### src/rtl/fe_pkg.sv
// Front-end shared types for the RV32I decode stage: opcodes, mnemonics, immediate formats,
// queue entry and decode FSM state.
package fe_pkg;

  localparam logic [6:0] OP_LUI    = 7'b0110111;
  localparam logic [6:0] OP_AUIPC  = 7'b0010111;
  localparam logic [6:0] OP_JAL    = 7'b1101111;
  localparam logic [6:0] OP_JALR   = 7'b1100111;
  localparam logic [6:0] OP_BRANCH = 7'b1100011;
  localparam logic [6:0] OP_LOAD   = 7'b0000011;
  localparam logic [6:0] OP_STORE  = 7'b0100011;
  localparam logic [6:0] OP_IMM    = 7'b0010011;
  localparam logic [6:0] OP_REG    = 7'b0110011;
  localparam logic [6:0] OP_FENCE  = 7'b0001111;
  localparam logic [6:0] OP_SYSTEM = 7'b1110011;

  typedef enum logic [5:0] {
    LUI, AUIPC, JAL, JALR,
    BEQ, BNE, BLT, BGE, BLTU, BGEU,
    LB, LH, LW, LBU, LHU,
    SB, SH, SW,
    ADDI, SLTI, SLTIU, XORI, ORI, ANDI, SLLI, SRLI, SRAI,
    ADD, SUB, SLL, SLT, SLTU, XOR, SRL, SRA, OR, AND,
    FENCE, ECALL, EBREAK,
    INVALID
  } RV32I_INSTRUCTION_MNEMONIC_t;

  typedef enum logic [2:0] {IMM_NONE, IMM_I, IMM_S, IMM_B, IMM_U, IMM_J} RV32I_IMM_FMT_t;

  typedef enum logic {RUN, HALT} RV32I_DECODE_STATE_t;

  // Width-independent part of a queue word; immediate and PC are stored beside it.
  typedef struct packed {
    RV32I_INSTRUCTION_MNEMONIC_t mnemonic;
    logic [2:0]                  funct3;
    logic [6:0]                  funct7;
    logic [4:0]                  rs1;
    logic [4:0]                  rs2;
    logic [4:0]                  rd;
    logic                        illegal;
  } rv32i_dec_entry_t;

endpackage

### src/rtl/rv32i_imm_gen.sv
// Combinational RV32I immediate generator: instruction bits [31:7] + format -> sign-extended XLEN value.
module rv32i_imm_gen
  import fe_pkg::*;
#(
  parameter int XLEN = 32
) (
  input  logic [31:7]      raw,
  input  RV32I_IMM_FMT_t   fmt,
  output logic [XLEN-1:0]  imm
);

  logic [31:0] v;

  always_comb begin
    case (fmt)
      IMM_I:   v = {{20{raw[31]}}, raw[31:20]};
      IMM_S:   v = {{20{raw[31]}}, raw[31:25], raw[11:7]};
      IMM_B:   v = {{19{raw[31]}}, raw[31], raw[7], raw[30:25], raw[11:8], 1'b0};
      IMM_U:   v = {raw[31:12], 12'b0};
      IMM_J:   v = {{11{raw[31]}}, raw[31], raw[19:12], raw[20], raw[30:21], 1'b0};
      default: v = '0;
    endcase
    // Replicate bit 31 so XLEN == 32 needs no zero-width replication.
    imm = {{(XLEN-31){v[31]}}, v[30:0]};
  end

endmodule

### src/rtl/rv32i_decode_stage.sv
// Registered RV32I decode stage with a DEPTH-entry output queue and flush.
// Optional feature macro: RV32I_DECODE_ILLEGAL_EN (illegal flagging + RUN/HALT FSM).
module rv32i_decode_stage
  import fe_pkg::*;
#(
  parameter int XLEN     = 32,
  parameter int PC_WIDTH = 32,
  parameter int DEPTH    = 2
) (
  input  logic                        clk,
  input  logic                        rst,
  input  logic                        flush,
  input  logic                        in_valid,
  output logic                        in_ready,
  input  logic [31:0]                 in_instr,
  input  logic [PC_WIDTH-1:0]         in_pc,
  output logic                        out_valid,
  input  logic                        out_ready,
  output RV32I_INSTRUCTION_MNEMONIC_t out_mnemonic,
  output logic [2:0]                  out_funct3,
  output logic [6:0]                  out_funct7,
  output logic [4:0]                  out_rs1,
  output logic [4:0]                  out_rs2,
  output logic [4:0]                  out_rd,
  output logic [XLEN-1:0]             out_imm,
  output logic [PC_WIDTH-1:0]         out_pc,
  output logic                        out_illegal
);

  localparam int PW = (DEPTH > 1) ? $clog2(DEPTH) : 1;
  localparam int CW = $clog2(DEPTH + 1);
  localparam logic [CW-1:0] DEPTH_C = CW'(DEPTH);
  localparam logic [PW-1:0] LAST_P  = PW'(DEPTH - 1);

  logic [6:0] opc, f7;
  logic [2:0] f3;
  RV32I_INSTRUCTION_MNEMONIC_t mn;
  RV32I_IMM_FMT_t fmt;
  logic use_rs1, use_rs2, use_rd, use_f3, use_f7;
  rv32i_dec_entry_t dec;
  logic [XLEN-1:0] dec_imm;

  assign opc = in_instr[6:0];
  assign f3  = in_instr[14:12];
  assign f7  = in_instr[31:25];

  always_comb begin
    mn = INVALID;
    fmt = IMM_NONE;
    {use_rs1, use_rs2, use_rd, use_f3, use_f7} = '0;
    case (opc)
      OP_LUI:   begin mn = LUI;   fmt = IMM_U; use_rd = 1'b1; end
      OP_AUIPC: begin mn = AUIPC; fmt = IMM_U; use_rd = 1'b1; end
      OP_JAL:   begin mn = JAL;   fmt = IMM_J; use_rd = 1'b1; end
      OP_JALR: begin
        if (f3 == 3'd0) mn = JALR;
        fmt = IMM_I; {use_rd, use_rs1, use_f3} = '1;
      end
      OP_BRANCH: begin
        case (f3)
          3'd0: mn = BEQ;  3'd1: mn = BNE;  3'd4: mn = BLT;
          3'd5: mn = BGE;  3'd6: mn = BLTU; 3'd7: mn = BGEU;
          default: mn = INVALID;
        endcase
        fmt = IMM_B; {use_rs1, use_rs2, use_f3} = '1;
      end
      OP_LOAD: begin
        case (f3)
          3'd0: mn = LB; 3'd1: mn = LH; 3'd2: mn = LW; 3'd4: mn = LBU; 3'd5: mn = LHU;
          default: mn = INVALID;
        endcase
        fmt = IMM_I; {use_rd, use_rs1, use_f3} = '1;
      end
      OP_STORE: begin
        case (f3)
          3'd0: mn = SB; 3'd1: mn = SH; 3'd2: mn = SW;
          default: mn = INVALID;
        endcase
        fmt = IMM_S; {use_rs1, use_rs2, use_f3} = '1;
      end
      OP_IMM: begin
        case (f3)
          3'd0: mn = ADDI; 3'd2: mn = SLTI; 3'd3: mn = SLTIU;
          3'd4: mn = XORI; 3'd6: mn = ORI;  3'd7: mn = ANDI;
          3'd1: mn = (f7 == 7'h00) ? SLLI : INVALID;
          default: mn = (f7 == 7'h00) ? SRLI : (f7 == 7'h20) ? SRAI : INVALID;
        endcase
        fmt = IMM_I; {use_rd, use_rs1, use_f3} = '1;
        use_f7 = (f3 == 3'd1) || (f3 == 3'd5);
      end
      OP_REG: begin
        case ({f7, f3})
          {7'h00, 3'd0}: mn = ADD;  {7'h20, 3'd0}: mn = SUB;
          {7'h00, 3'd1}: mn = SLL;  {7'h00, 3'd2}: mn = SLT;
          {7'h00, 3'd3}: mn = SLTU; {7'h00, 3'd4}: mn = XOR;
          {7'h00, 3'd5}: mn = SRL;  {7'h20, 3'd5}: mn = SRA;
          {7'h00, 3'd6}: mn = OR;   {7'h00, 3'd7}: mn = AND;
          default:       mn = INVALID;
        endcase
        {use_rd, use_rs1, use_rs2, use_f3, use_f7} = '1;
      end
      OP_FENCE: begin
        if (f3 == 3'd0) mn = FENCE;
        fmt = IMM_I; {use_rd, use_rs1, use_f3} = '1;
      end
      OP_SYSTEM: begin
        if (in_instr[31:7] == 25'd0) mn = ECALL;
        else if (in_instr[31:7] == {12'h001, 13'd0}) mn = EBREAK;
        fmt = IMM_I; {use_rd, use_rs1, use_f3} = '1;
      end
      default: mn = INVALID;
    endcase
    // Anything undecodable carries no operand fields at all.
    if (mn == INVALID) begin
      fmt = IMM_NONE;
      {use_rs1, use_rs2, use_rd, use_f3, use_f7} = '0;
    end
  end

  rv32i_imm_gen #(.XLEN(XLEN)) u_imm_gen (
    .raw (in_instr[31:7]),
    .fmt (fmt),
    .imm (dec_imm)
  );

  always_comb begin
    dec          = '0;
    dec.mnemonic = mn;
    dec.funct3   = use_f3  ? f3               : 3'd0;
    dec.funct7   = use_f7  ? f7               : 7'd0;
    dec.rs1      = use_rs1 ? in_instr[19:15]  : 5'd0;
    dec.rs2      = use_rs2 ? in_instr[24:20]  : 5'd0;
    dec.rd       = use_rd  ? in_instr[11:7]   : 5'd0;
`ifdef RV32I_DECODE_ILLEGAL_EN
    dec.illegal  = (mn == INVALID);
`else
    dec.illegal  = 1'b0;
`endif
  end

  rv32i_dec_entry_t    ent_q [DEPTH];
  logic [XLEN-1:0]     imm_q [DEPTH];
  logic [PC_WIDTH-1:0] pc_q  [DEPTH];
  logic [PW-1:0]       wr_ptr, rd_ptr;
  logic [CW-1:0]       count;
  logic                push, pop;

  assign push = in_valid && in_ready;
  assign pop  = out_valid && out_ready;

  always_ff @(posedge clk) begin
    if (rst) begin
      count  <= '0;
      wr_ptr <= '0;
      rd_ptr <= '0;
      for (int i = 0; i < DEPTH; i++) begin
        ent_q[i] <= '0;
        imm_q[i] <= '0;
        pc_q[i]  <= '0;
      end
    end else if (flush) begin
      count  <= '0;
      wr_ptr <= '0;
      rd_ptr <= '0;
    end else begin
      if (push) begin
        ent_q[wr_ptr] <= dec;
        imm_q[wr_ptr] <= dec_imm;
        pc_q[wr_ptr]  <= in_pc;
        wr_ptr        <= (wr_ptr == LAST_P) ? '0 : wr_ptr + PW'(1);
      end
      if (pop) rd_ptr <= (rd_ptr == LAST_P) ? '0 : rd_ptr + PW'(1);
      if (push && !pop)      count <= count + CW'(1);
      else if (pop && !push) count <= count - CW'(1);
    end
  end

`ifdef RV32I_DECODE_ILLEGAL_EN
  RV32I_DECODE_STATE_t state;

  // Accepting an illegal instruction stalls fetch until a redirect arrives.
  always_ff @(posedge clk) begin
    if (rst || flush) state <= RUN;
    else begin
      case (state)
        RUN:     if (push && dec.illegal) state <= HALT;
        default: state <= state;
      endcase
    end
  end

  assign in_ready = (count < DEPTH_C) && (state == RUN);
`else
  assign in_ready = (count < DEPTH_C);
`endif

  assign out_valid    = (count != '0);
  assign out_mnemonic = ent_q[rd_ptr].mnemonic;
  assign out_funct3   = ent_q[rd_ptr].funct3;
  assign out_funct7   = ent_q[rd_ptr].funct7;
  assign out_rs1      = ent_q[rd_ptr].rs1;
  assign out_rs2      = ent_q[rd_ptr].rs2;
  assign out_rd       = ent_q[rd_ptr].rd;
  assign out_illegal  = ent_q[rd_ptr].illegal;
  assign out_imm      = imm_q[rd_ptr];
  assign out_pc       = pc_q[rd_ptr];

endmodule
### config.mk
export PLATFORM = sky130hd
export DESIGN_NAME = rv32i_decode_stage
export DESIGN_NICKNAME = d
export VERILOG_FILES = /design/src/rtl/fe_pkg.sv /design/src/rtl/rv32i_imm_gen.sv /design/src/rtl/rv32i_decode_stage.sv
export SDC_FILE = /design/constraint.sdc
export NUM_CORES = 1
export LEC_CHECK = 0
export BUFFER_PORTS_ARGS = -buffer_cell sky130_fd_sc_hd__buf_4
export CORE_MARGIN = 3
export CORE_UTILIZATION = 30
export CTS_CLUSTER_SIZE = 28
export DETAILED_ROUTE_END_ITERATION = 8
export PLACE_DENSITY = 0.49
export SLEW_MARGIN = 25
export SYNTH_ARGS = -nofsm -noshare
export SYNTH_HDL_FRONTEND = slang
export SYNTH_HIERARCHICAL = 1
export SYNTH_SLANG_ARGS = --single-unit
### constraint.sdc
create_clock -name clk -period 4.2 [get_ports clk]
set_input_delay 0.21 -clock clk [delete_from_list [all_inputs] [get_ports clk]]
set_output_delay 0.21 -clock clk [all_outputs]
set_load 0.01 [all_outputs]
==> summary.md <==
| Metric | Value |
|---|---|
| Status | finished, final reports clean |
| Reg2reg path depth | 5 |
| Worst slew margin | 0.4115 |
| Floorplan core area | 32040 sq um |
| Hpwl dp | 17850 microns |
| Clock-pin slew on the worst setup and hold paths | 0.08 ns |
| Global route overflow | 0 |
| Number of synthesized flops with an enable pin | 190 |
| Final hold vios | 0 |
| Die H | approximately 190 microns |
| Nets | a little over 1k |
| Worst EP arrival | about 3.8 ns |
| Final GP Congestion | 0.8951 |
| Worst-Margin Slew | 0.8768 ns |
| Input/output buffers | 165 |
| DRT iter0 DRCs | ~550 |
| Final std cells w/o fill | roughly 1.4k |
| Inserted Diodes | 0 |
| Hold Path End | pc_q[1][20] |
| Clock Path Buffers | 2 |
| Fin crit period | 3.520 ns |
| Setup CP Type | input port to register |
| Max-cap violations | 0 |
| Sequential power share | 0.502 |
| CTS tree | built |
| Rows | 65 |
| Share of layout cells above drive strength 1 | 0.3859 |
| Total negative slack | 0 ns |
| Sw Share | 0.2500 |
| Switching Power | ~1.1 mW |
| Post-DRT Antenna Nets | 0 |
| Setup repair bufs after CTS | 0 |
| VDD IR max | about 0.28 mV |
| Vias/cell | 4.789 |
| Vias | 6700 |
| Min-delay src | in_pc[20] |
| Worst min path class | input port to register |
| CP Data Required Time | 4.50 ns |
| Cells after Synth | between 700 and 800 |
| Fmax achieved | 284.1 MHz |
| Hold Path Depth | 2 |
| Leakage power | 4.617 nW |
| Element type at the critical path end | register |
| CTS Buf Count | 17 |
| Pin count of the biggest net entering global routing | 58 |
| RSZ-0062 raised after global routing | false |
| WL final | 26820 microns |
| Clk root buf | clkbuf_16 |
| Die width | 187.6 microns |
| Sink Count | 195 |
| Antenna violations before repair | 0 |
| Yosys reg bits | 195 |
| Synth Cell Area | 9894 sq um |
| Layout Skew | 0.008532 ns |
| P_int | between 3 and 4 mW |
| Synth warn | 6 |
| I/O Pins | 167 |
| Total GRT Usage | 0.1498 |
| CP max FO | 15 |
| Worst R2R Setup Slack | 1.64 ns |
| Final worst-path cycle share | 0.8380 |
| Area growth, synth to finish | 24.20% |
| Combinational fraction of design power | 0.116 |
| Asr flop ratio synth | 0 |
| Placed Cells incl. Taps | 1363 |
| Vias in the first global route | 6566 |
| Ys flop type | edfxtp_1 |
| Global-route wire length before repair | a little over 40000 microns |
| Clock Latency Late Sink | about 0.43 ns |
| RR Startpoint | count[1] |
| CTS H-tree lvls | 4 |
| Average size of a mapped cell | 12.46 sq um |
| CP startpoint kind | input port |
| FILL cells | ~3.2k |
| Die area | 35200 sq um |
| Core Util, Final | 0.3835 |
| Drt pass-1 iters | 5 |
| Reg-to-reg endpoint | ent_q[0][11] |
| Count of cell types in the netlist | 63 |
| Final setup fails | 0 |
| Register area share after synthesis | 0.5867 |
| Max-slew violation count | 0 |
| Share of total power in the clock network | 0.382 |
| Post-cts resize count | 0 |
| Effective utilization at floorplan | 0.3088 |
| WL per Instance | 19.17 microns |
| Pwr per Cell Area | 365.6 nW/um^2 |
| DRC Markers | 0 |
| Hold_buf cts | 3 |
==> critical path: stages <==
cell and delay [ns]:
buf_4 0.16, or3b_4 0.43, a211oi_2 0.30, a21oi_1 0.07
a311o_1 0.33, or4_2 0.72, a211oi_2 0.52, nor2b_2 0.37
o21ai_1 0.33, o21ai_0 0.22, and2_1 0.15
==> final cells by class <==
class	count	area [sq um]	share of cell area
repair buffers	189	1451	0.1181
well taps	435	544.3	0.04429
flip-flops and latches	195	5809	0.4727
clock buffers	17	425.4	0.03462
clock inverters	15	191.4	0.01558
inverters	8	30.03	0.002443
multi-input cells	540	3837	0.3123
==> power by group through the flow <==
stage	Combinational, mW	Sequential, mW	Clock (mW)
floorplan	0.269	2.30	0
global placement	0.530	2.30	0
detailed placement	0.527	2.30	0
CTS	0.531	2.26	1.76
global route	0.565	2.27	1.85
finish	0.521	2.26	1.72
==> how the worst max path moves through the flow <==
stage / from / endpoint / slack [ns] / cells past startpoint
after floorplan: count[1] / ent_q[0][0] / 0.55 / 4
after global placement: in_instr[5] / imm_q[0][21] / 0.34 / 11
after detailed placement: in_instr[5] / imm_q[0][21] / 0.28 / 11
after CTS: in_instr[5] / imm_q[0][21] / 0.72 / 11
after global routing: in_instr[5] / imm_q[0][21] / 0.45 / 11
final: in_instr[5] / imm_q[0][21] / 0.68 / 11
==> registers in the layout, indices dropped and copies added (netlist names), named ones only <==
register / count
imm_q: 64
ent_q: 62
rd_ptr: 1
count: 2
wr_ptr: 1
pc_q: 64
==> layer usage <==
| layer | track usage | wire length, microns |
|---|---|---|
| met4 | 0.03463 | 287 |
| met3 | 0.03234 | 1385 |
| met5 | 0 | 0 |
| met1 | 0.2052 | 12100 |
| met2 | 0.2438 | 13050 |
==> synth_stat cells (9+ instances only) <==
library cell | number | area share
a21oi_1 | 9 | 0.0046
a21oi_2 | 39 | 0.035
and2_1 | 138 | 0.087
clkbuf_1 | 40 | 0.015
edfxtp_1 | 190 | 0.58
mux2_2 | 95 | 0.11
nand2_1 | 35 | 0.013
nand2b_1 | 9 | 0.0057
nand3_1 | 40 | 0.020
nor2_1 | 28 | 0.011
nor3_1 | 12 | 0.0061
o21ai_0 | 23 | 0.012
==> cell usage in the layout, fill, tap and decap left out, types with 5 or more instances in the layout <==
cell type / n
and2_1: 138
nand3_1: 40
nor2b_1: 7
inv_1: 8
nand4_1: 5
mux2_2: 95
a21o_1: 8
nor2_1: 26
nor4_1: 6
buf_4: 184
nand2_1: 35
nor3_1: 12
edfxtp_1: 190
conb_1: 13
a21oi_1: 9
nand2b_1: 7
clkbuf_16: 17
a211oi_1: 5
a21oi_2: 39
a31oi_1: 5
o21ai_0: 23
==> cell families (layout without fill, tap and decap cells) <==
family,count (synthesis),in the layout,synth area share
and+or+nand+nor,302,302,0.1725
other,1,13,0.0003790
muxes,95,95,0.1081
adders and majority gates,1,1,0.001264
DFF,195,195,0.5867
xor gates and xnor gates,7,7,0.006196
buffers and inverters,71,229,0.03288
AOI/OAI and AO/OA,122,122,0.09193
==> through the flow <==
step | power, mW | hold slack (ns) | setup WS, ns | area (sq um)
final | 4.493 | 0.05845 | 0.6803 | 12290
after CTS | 4.552 | 0.03636 | 0.7198 | 12270
after detailed placement | 2.829 | 0.4270 | 0.2771 | 11620
after floorplan | 2.564 | 0.2874 | 0.5538 | 9940
after global placement | 2.829 | 0.4293 | 0.3429 | 11620
after global routing | 4.676 | 0.03538 | 0.4511 | 12290
(Power assumes the default switching activity.)
